<file path="src/rtl/am9513_legacy_arb.sv">
// Two-requester command arbiter/sequencer in front of the Am9513 legacy 9511/9512 shell.
// Define AM9513_LEGACY_ARB_FIXED_PRIO_EN to give requester 0 fixed priority instead of round-robin.
module am9513_legacy_arb #(
  parameter int CMDQ_DEPTH = 4
) (
  input  logic                              clk,
  input  logic                              rst_n,
  input  logic                              req0_valid,
  output logic                              req0_ready,
  input  logic [7:0]                        req0_op,
  input  logic [31:0]                       req0_ctrl,
  input  logic                              req1_valid,
  output logic                              req1_ready,
  input  logic [7:0]                        req1_op,
  input  logic [31:0]                       req1_ctrl,
  output logic                              shell_start,
  output logic [7:0]                        shell_op,
  output logic [31:0]                       shell_ctrl,
  input  logic                              shell_busy,
  input  logic [7:0]                        shell_last_status,
  output logic                              cpl_valid,
  input  logic                              cpl_ready,
  output logic                              cpl_src,
  output logic [7:0]                        cpl_op,
  output logic [7:0]                        cpl_status,
  output logic [$clog2(CMDQ_DEPTH+1)-1:0]   q_count,
  output logic                              q_full,
  output logic                              q_empty
);

  localparam int QCW = $clog2(CMDQ_DEPTH + 1);
  localparam int PW  = (CMDQ_DEPTH > 1) ? $clog2(CMDQ_DEPTH) : 1;

  typedef enum logic [2:0] {
    S_IDLE,
    S_ISSUE,
    S_CHECK,
    S_WAIT,
    S_CPL
  } state_t;

  state_t          state_q;
  logic [QCW-1:0]  count_q, count_d;
  logic [PW-1:0]   wr_ptr_q, rd_ptr_q;
  logic            src_mem  [CMDQ_DEPTH];
  logic [7:0]      op_mem   [CMDQ_DEPTH];
  logic [31:0]     ctrl_mem [CMDQ_DEPTH];

  logic            shell_start_q;
  logic [7:0]      shell_op_q;
  logic [31:0]     shell_ctrl_q;
  logic            issue_src_q;
  logic            cpl_valid_q;
  logic            cpl_src_q;
  logic [7:0]      cpl_op_q;
  logic [7:0]      cpl_status_q;

  logic            full, empty;
  logic            gnt0, gnt1;
  logic            enq, enq_src, pop;

  assign full  = (count_q == QCW'(CMDQ_DEPTH));
  assign empty = (count_q == '0);

`ifdef AM9513_LEGACY_ARB_FIXED_PRIO_EN
  assign gnt0 = req0_valid;
  assign gnt1 = req1_valid && !req0_valid;
`else
  logic rr_q;

  assign gnt0 = req0_valid && (!req1_valid || !rr_q);
  assign gnt1 = req1_valid && (!req0_valid || rr_q);

  // Preference passes to whichever requester lost the last grant.
  always_ff @(posedge clk or negedge rst_n) begin
    if (!rst_n) begin
      rr_q <= 1'b0;
    end else if (enq) begin
      rr_q <= !enq_src;
    end
  end
`endif

  // Gated by rst_n so ready reads 0 for the whole reset window, not only after the first edge.
  assign req0_ready = rst_n && !full && gnt0;
  assign req1_ready = rst_n && !full && gnt1;
  assign enq        = req0_ready || req1_ready;
  assign enq_src    = req1_ready;
  assign pop        = (state_q == S_IDLE) && !empty && !shell_busy;

  always_comb begin
    count_d = count_q;
    if (enq && !pop) begin
      count_d = count_q + QCW'(1);
    end else if (pop && !enq) begin
      count_d = count_q - QCW'(1);
    end
  end

  always_ff @(posedge clk or negedge rst_n) begin
    if (!rst_n) begin
      count_q  <= '0;
      wr_ptr_q <= '0;
      rd_ptr_q <= '0;
    end else begin
      count_q <= count_d;
      if (enq) wr_ptr_q <= wr_ptr_q + PW'(1);
      if (pop) rd_ptr_q <= rd_ptr_q + PW'(1);
    end
  end

  always_ff @(posedge clk) begin
    if (enq) begin
      src_mem[wr_ptr_q]  <= enq_src;
      op_mem[wr_ptr_q]   <= enq_src ? req1_op : req0_op;
      ctrl_mem[wr_ptr_q] <= enq_src ? req1_ctrl : req0_ctrl;
    end
  end

  // Sequencer: one command outstanding at the shell; status is sampled only when the shell holds it.
  always_ff @(posedge clk or negedge rst_n) begin
    if (!rst_n) begin
      state_q       <= S_IDLE;
      shell_start_q <= 1'b0;
      shell_op_q    <= '0;
      shell_ctrl_q  <= '0;
      issue_src_q   <= 1'b0;
      cpl_valid_q   <= 1'b0;
      cpl_src_q     <= 1'b0;
      cpl_op_q      <= '0;
      cpl_status_q  <= '0;
    end else begin
      case (state_q)
        S_IDLE: begin
          if (pop) begin
            shell_start_q <= 1'b1;
            shell_op_q    <= op_mem[rd_ptr_q];
            shell_ctrl_q  <= ctrl_mem[rd_ptr_q];
            issue_src_q   <= src_mem[rd_ptr_q];
            state_q       <= S_ISSUE;
          end
        end
        S_ISSUE: begin
          shell_start_q <= 1'b0;
          state_q       <= S_CHECK;
        end
        S_CHECK, S_WAIT: begin
          if (!shell_busy) begin
            cpl_valid_q  <= 1'b1;
            cpl_src_q    <= issue_src_q;
            cpl_op_q     <= shell_op_q;
            cpl_status_q <= shell_last_status;
            state_q      <= S_CPL;
          end else begin
            state_q <= S_WAIT;
          end
        end
        S_CPL: begin
          if (cpl_ready) begin
            cpl_valid_q <= 1'b0;
            state_q     <= S_IDLE;
          end
        end
        default: state_q <= S_IDLE;
      endcase
    end
  end

  assign shell_start = shell_start_q;
  assign shell_op    = shell_op_q;
  assign shell_ctrl  = shell_ctrl_q;
  assign cpl_valid   = cpl_valid_q;
  assign cpl_src     = cpl_src_q;
  assign cpl_op      = cpl_op_q;
  assign cpl_status  = cpl_status_q;
  assign q_count     = count_q;
  assign q_full      = full;
  assign q_empty     = empty;

endmodule

</file>
<file path="config.mk">
export PLATFORM = sky130hd
export DESIGN_NAME = am9513_legacy_arb
export DESIGN_NICKNAME = d
export VERILOG_FILES = /design/src/rtl/am9513_legacy_arb.sv
export SDC_FILE = /design/constraint.sdc
export NUM_CORES = 1
export LEC_CHECK = 0
export BUFFER_PORTS_ARGS = -buffer_cell sky130_fd_sc_hd__buf_4
export CAP_MARGIN = 0
export CORE_ASPECT_RATIO = 0.5
export CORE_MARGIN = 5
export CORE_UTILIZATION = 50
export DETAILED_ROUTE_END_ITERATION = 8
export PLACE_DENSITY = 0.75
export SLEW_MARGIN = 20
export SYNTH_ARGS = -nofsm -noshare
export SYNTH_HDL_FRONTEND = slang
export SYNTH_SLANG_ARGS = --single-unit
</file>
<file path="constraint.sdc">
create_clock -name clk -period 2.5 [get_ports clk]
set_input_delay 0 -clock clk [delete_from_list [all_inputs] [get_ports clk]]
set_output_delay 0 -clock clk [all_outputs]
set_load 0.02 [all_outputs]
</file>
==> impl_metrics.py <==
metrics = {
    "outcome": {
        "status": "complete, no violations",
    },
    "route": {
        "drtIter0Drc": 252,
        "ant_nets": 0,
        "drt_first_pass_iters": 4,
        "wirelength_um": 19900,
        "drc": 0,
        "vias": 5143,
        "vias_per_cell": 5.19,
        "wl_per_cell_um": 20.1,
    },
    "synthesis": {
        "netlist.area_leader.share_pct": 52.1,
        "synth_nets": 547,
        "async_flop_share_pct": 30.2,
        "synth_edf_count": 164,
        "syn_avg_cell_area_um2": 21.1,
        "netlist-cell-type-count": 36,
        "synth-seq-cells": 235,
        "yosys_most_used_dff": "edfxtp_1",
        "ys_seq_area_share_pct": 70.9,
        "synth_area_leader_cell": "edfxtp_1",
        "yosys_warnings": 0,
        "syn_inst": 447,
        "synth_top_cells_by_area": "edfxtp_1 52%, dfrtp_1 19%, mux2_2 12%, mux4_1 5.8%, mux4_2 4.8%",
        "syn_area_um2": 9450,
    },
    "global_routing": {
        "grt_pass1_wl_um": 31200,
        "grt.busiest_layer": "met2",
        "grt_use_met1_pct": 24.5,
        "grt_overflow": 0,
        "grt_max_degree": 58,
        "track_usage_pct": 18.4,
        "grt_pass1_vias": 5608,
        "grt_antenna_before_repair": 0,
        "grt_util_met2_pct": 32.5,
        "use_met3_pct": 3.32,
    },
    "sta": {
        "finalClockSkew_ns": 0.0130,
        "period_minus_slack_ns": 2.27,
        "drv_slew": 0,
        "tightest_slew_ns": 0.836,
        "period_share_pct": 90.7,
        "rsz0062_at_grt": "no",
        "setup-tns-final_ns": 0,
        "slew_headroom_pct": 44.3,
        "fmax_mhz": 441,
        "hold_viol": 0,
        "setup_viol": 0,
    },
    "critical_path": {
        "cp_data_arrival_time_ns": 2.27,
        "criticalPathCategory": "reg2out",
        "startpoint": "q_count[1]",
        "rr_worst_depth": 6,
        "worst-path-max-fanout": 16,
        "crit_end": "req1_ready",
        "worstPathRequired_ns": 2.50,
        "worstSetupStartpointType": "register",
        "r2r_start": "q_count[1]",
        "r2r_end": "q_count[1]",
        "ff2ff_setup_slack_ns": 0.31,
        "crit_path_end_kind": "output pin",
    },
    "flow_run": {
        "drv_cap": 0,
    },
    "floorplan": {
        "die_area_um2": 21900,
        "start_util_pct": 51.1,
        "num_rows": 35,
        "die_w_um": 204,
        "io_pins": 160,
        "fp.coreArea_um2": 18500,
        "die_h_um": 107,
    },
    "power_and_ir_drop": {
        "power.density_nw_per_um2": 1120,
        "peakVddDrop_mv": 0.467,
        "p_leak_nw": 4.89,
        "p_int_mw": 9.81,
        "p_clk_share_pct": 24.0,
        "seqPwrFrac_pct": 42.2,
        "power_switching_mw": 4.24,
        "switching_share_pct": 30.2,
        "power_mw": 14.0,
        "p_comb_share_pct": 33.8,
    },
    "clock_tree": {
        "clkTransAtPathRegs_ns": 0.06,
        "htree_levels": 1,
        "worstSkewPairLatency_ns": 0.50,
        "numCtsBuffers": 21,
        "cts_tree": "done",
        "cts_buffer_depth": 3,
        "cts-root-buf": "clkbuf_16",
        "cts_setup_buffers": 0,
        "cts.sinks": 235,
    },
    "finish": {
        "final_util_pct": 68.1,
        "drive_gt1_share_pct": 45.3,
        "layout_commonest_cell": "buf_4",
        "final_nets": 816,
        "antennaDiodeCount": 0,
        "final_area_um2": 12600,
        "seqCellArea_um2": 6700,
        "fillers": 1202,
        "multiInputGateArea_um2": 2480,
        "area_growth_pct": 33.2,
        "layout_common_cells": "165 x buf_4, 164 x edfxtp_1, 98 x mux2_2",
    },
    "min_path": {
        "hp-class": "in2reg",
    },
    "placement": {
        "placedInstanceArea_um2": 10900,
        "place_hpwl_um": 11600,
        "portBuffers": 159,
        "gp_congestion": 0.678,
    },
}
[power by group through the flow]
stage | Sequential, mW | Combinational (mW) | Clock (mW)
after floorplan | 6.41 | 2.58 | 0
after global placement | 5.95 | 4.59 | 0
after detailed placement | 6.01 | 4.69 | 0
after CTS | 5.94 | 4.83 | 3.43
after global routing | 6.04 | 5.11 | 3.62
final | 5.93 | 4.75 | 3.37
[stage by stage]
stage	setup slack, ns	hold slack [ns]	instances
2_1_floorplan	0.00546	-0.296	447
3_3_place_gp	0.358	-0.0827	857
3_5_place_dp	0.307	-0.0812	857
4_1_cts	0.175	0.258	990
5_1_grt	0.118	0.273	990
6_report	0.233	0.289	990
[state kept, by name, summed over array words and instances (netlist names)]
register	flops
shell_ctrl	32
op_mem	32
ctrl_mem	128
cpl_op	8
src_mem	4
q_count	3
rr_q	1
state_q	3
cpl_src	1
cpl_valid	1
shell_start	1
cpl_status	8
issue_src_q	1
shell_op	8
rd_ptr_q	2
wr_ptr_q	2
[area by class of cell]
cell class | instances | share of cell area, %
flip-flops and latches | 235 | 53.3
multi-input cells | 184 | 19.7
repair buffers | 267 | 18.5
clock buffers | 25 | 4.38
well taps | 259 | 2.58
clock inverters | 13 | 1.32
inverters | 7 | 0.209
[cell families after synthesis]
logic type / after synthesis / synth area share [%]
AO/OA/AOI/OAI: 9 / 0.848
XOR/XNOR: 6 / 0.556
adder cells (fa/ha/maj): 6 / 0.874
buffers and inverters: 28 / 2.83
flip-flops: 235 / 70.9
multiplexers: 141 / 22.5
AND/OR/NAND/NOR: 22 / 1.42
[how the worst min path moves through the flow]
stage                          end  slack (ns)            startpoint  cells past startpoint
finish               cpl_status[0]        0.29  shell_last_status[0]                      3
global route         cpl_status[1]        0.27  shell_last_status[1]                      3
CTS                  cpl_status[3]        0.26  shell_last_status[3]                      3
detailed placement  shell_ctrl[21]       -0.08                 rst_n                      1
global placement    shell_ctrl[21]       -0.08                 rst_n                      1
floorplan                cpl_op[0]       -0.30                 rst_n                      0
[repair_timing]
action,in CTS,in global routing
setup endpoints to repair,0,0
hold endpoints to repair,190,0
hold buffers,95,0
gates resized for setup,0,0
[critical path: stages, from the launching register on]
cell	delay (ns)
dfrtp_1	0.43
or3b_1	0.42
buf_4	0.18
o2111ai_4	0.22
buf_12	0.23
inv_1	0.11
buf_4	0.18
[synthesized netlist by cell type, drive strengths merged, types with 2 or more instances]
cell and instances:
mux2 100, xor2 2, dfrtp 71, buf 13
and2 5, edfxtp 164, nor2 5, a21oi 4
xnor2 4, nand3b 2, mux4 41, clkbuf 8
inv 7, ha 5, nand3 2
[layer usage]
layer	share of wire, %	wire length (µm)
met4	1.5	304
met1	43	8630
met2	51	10200
met5	0	0
met3	4.0	801
(Power assumes the default switching activity.)
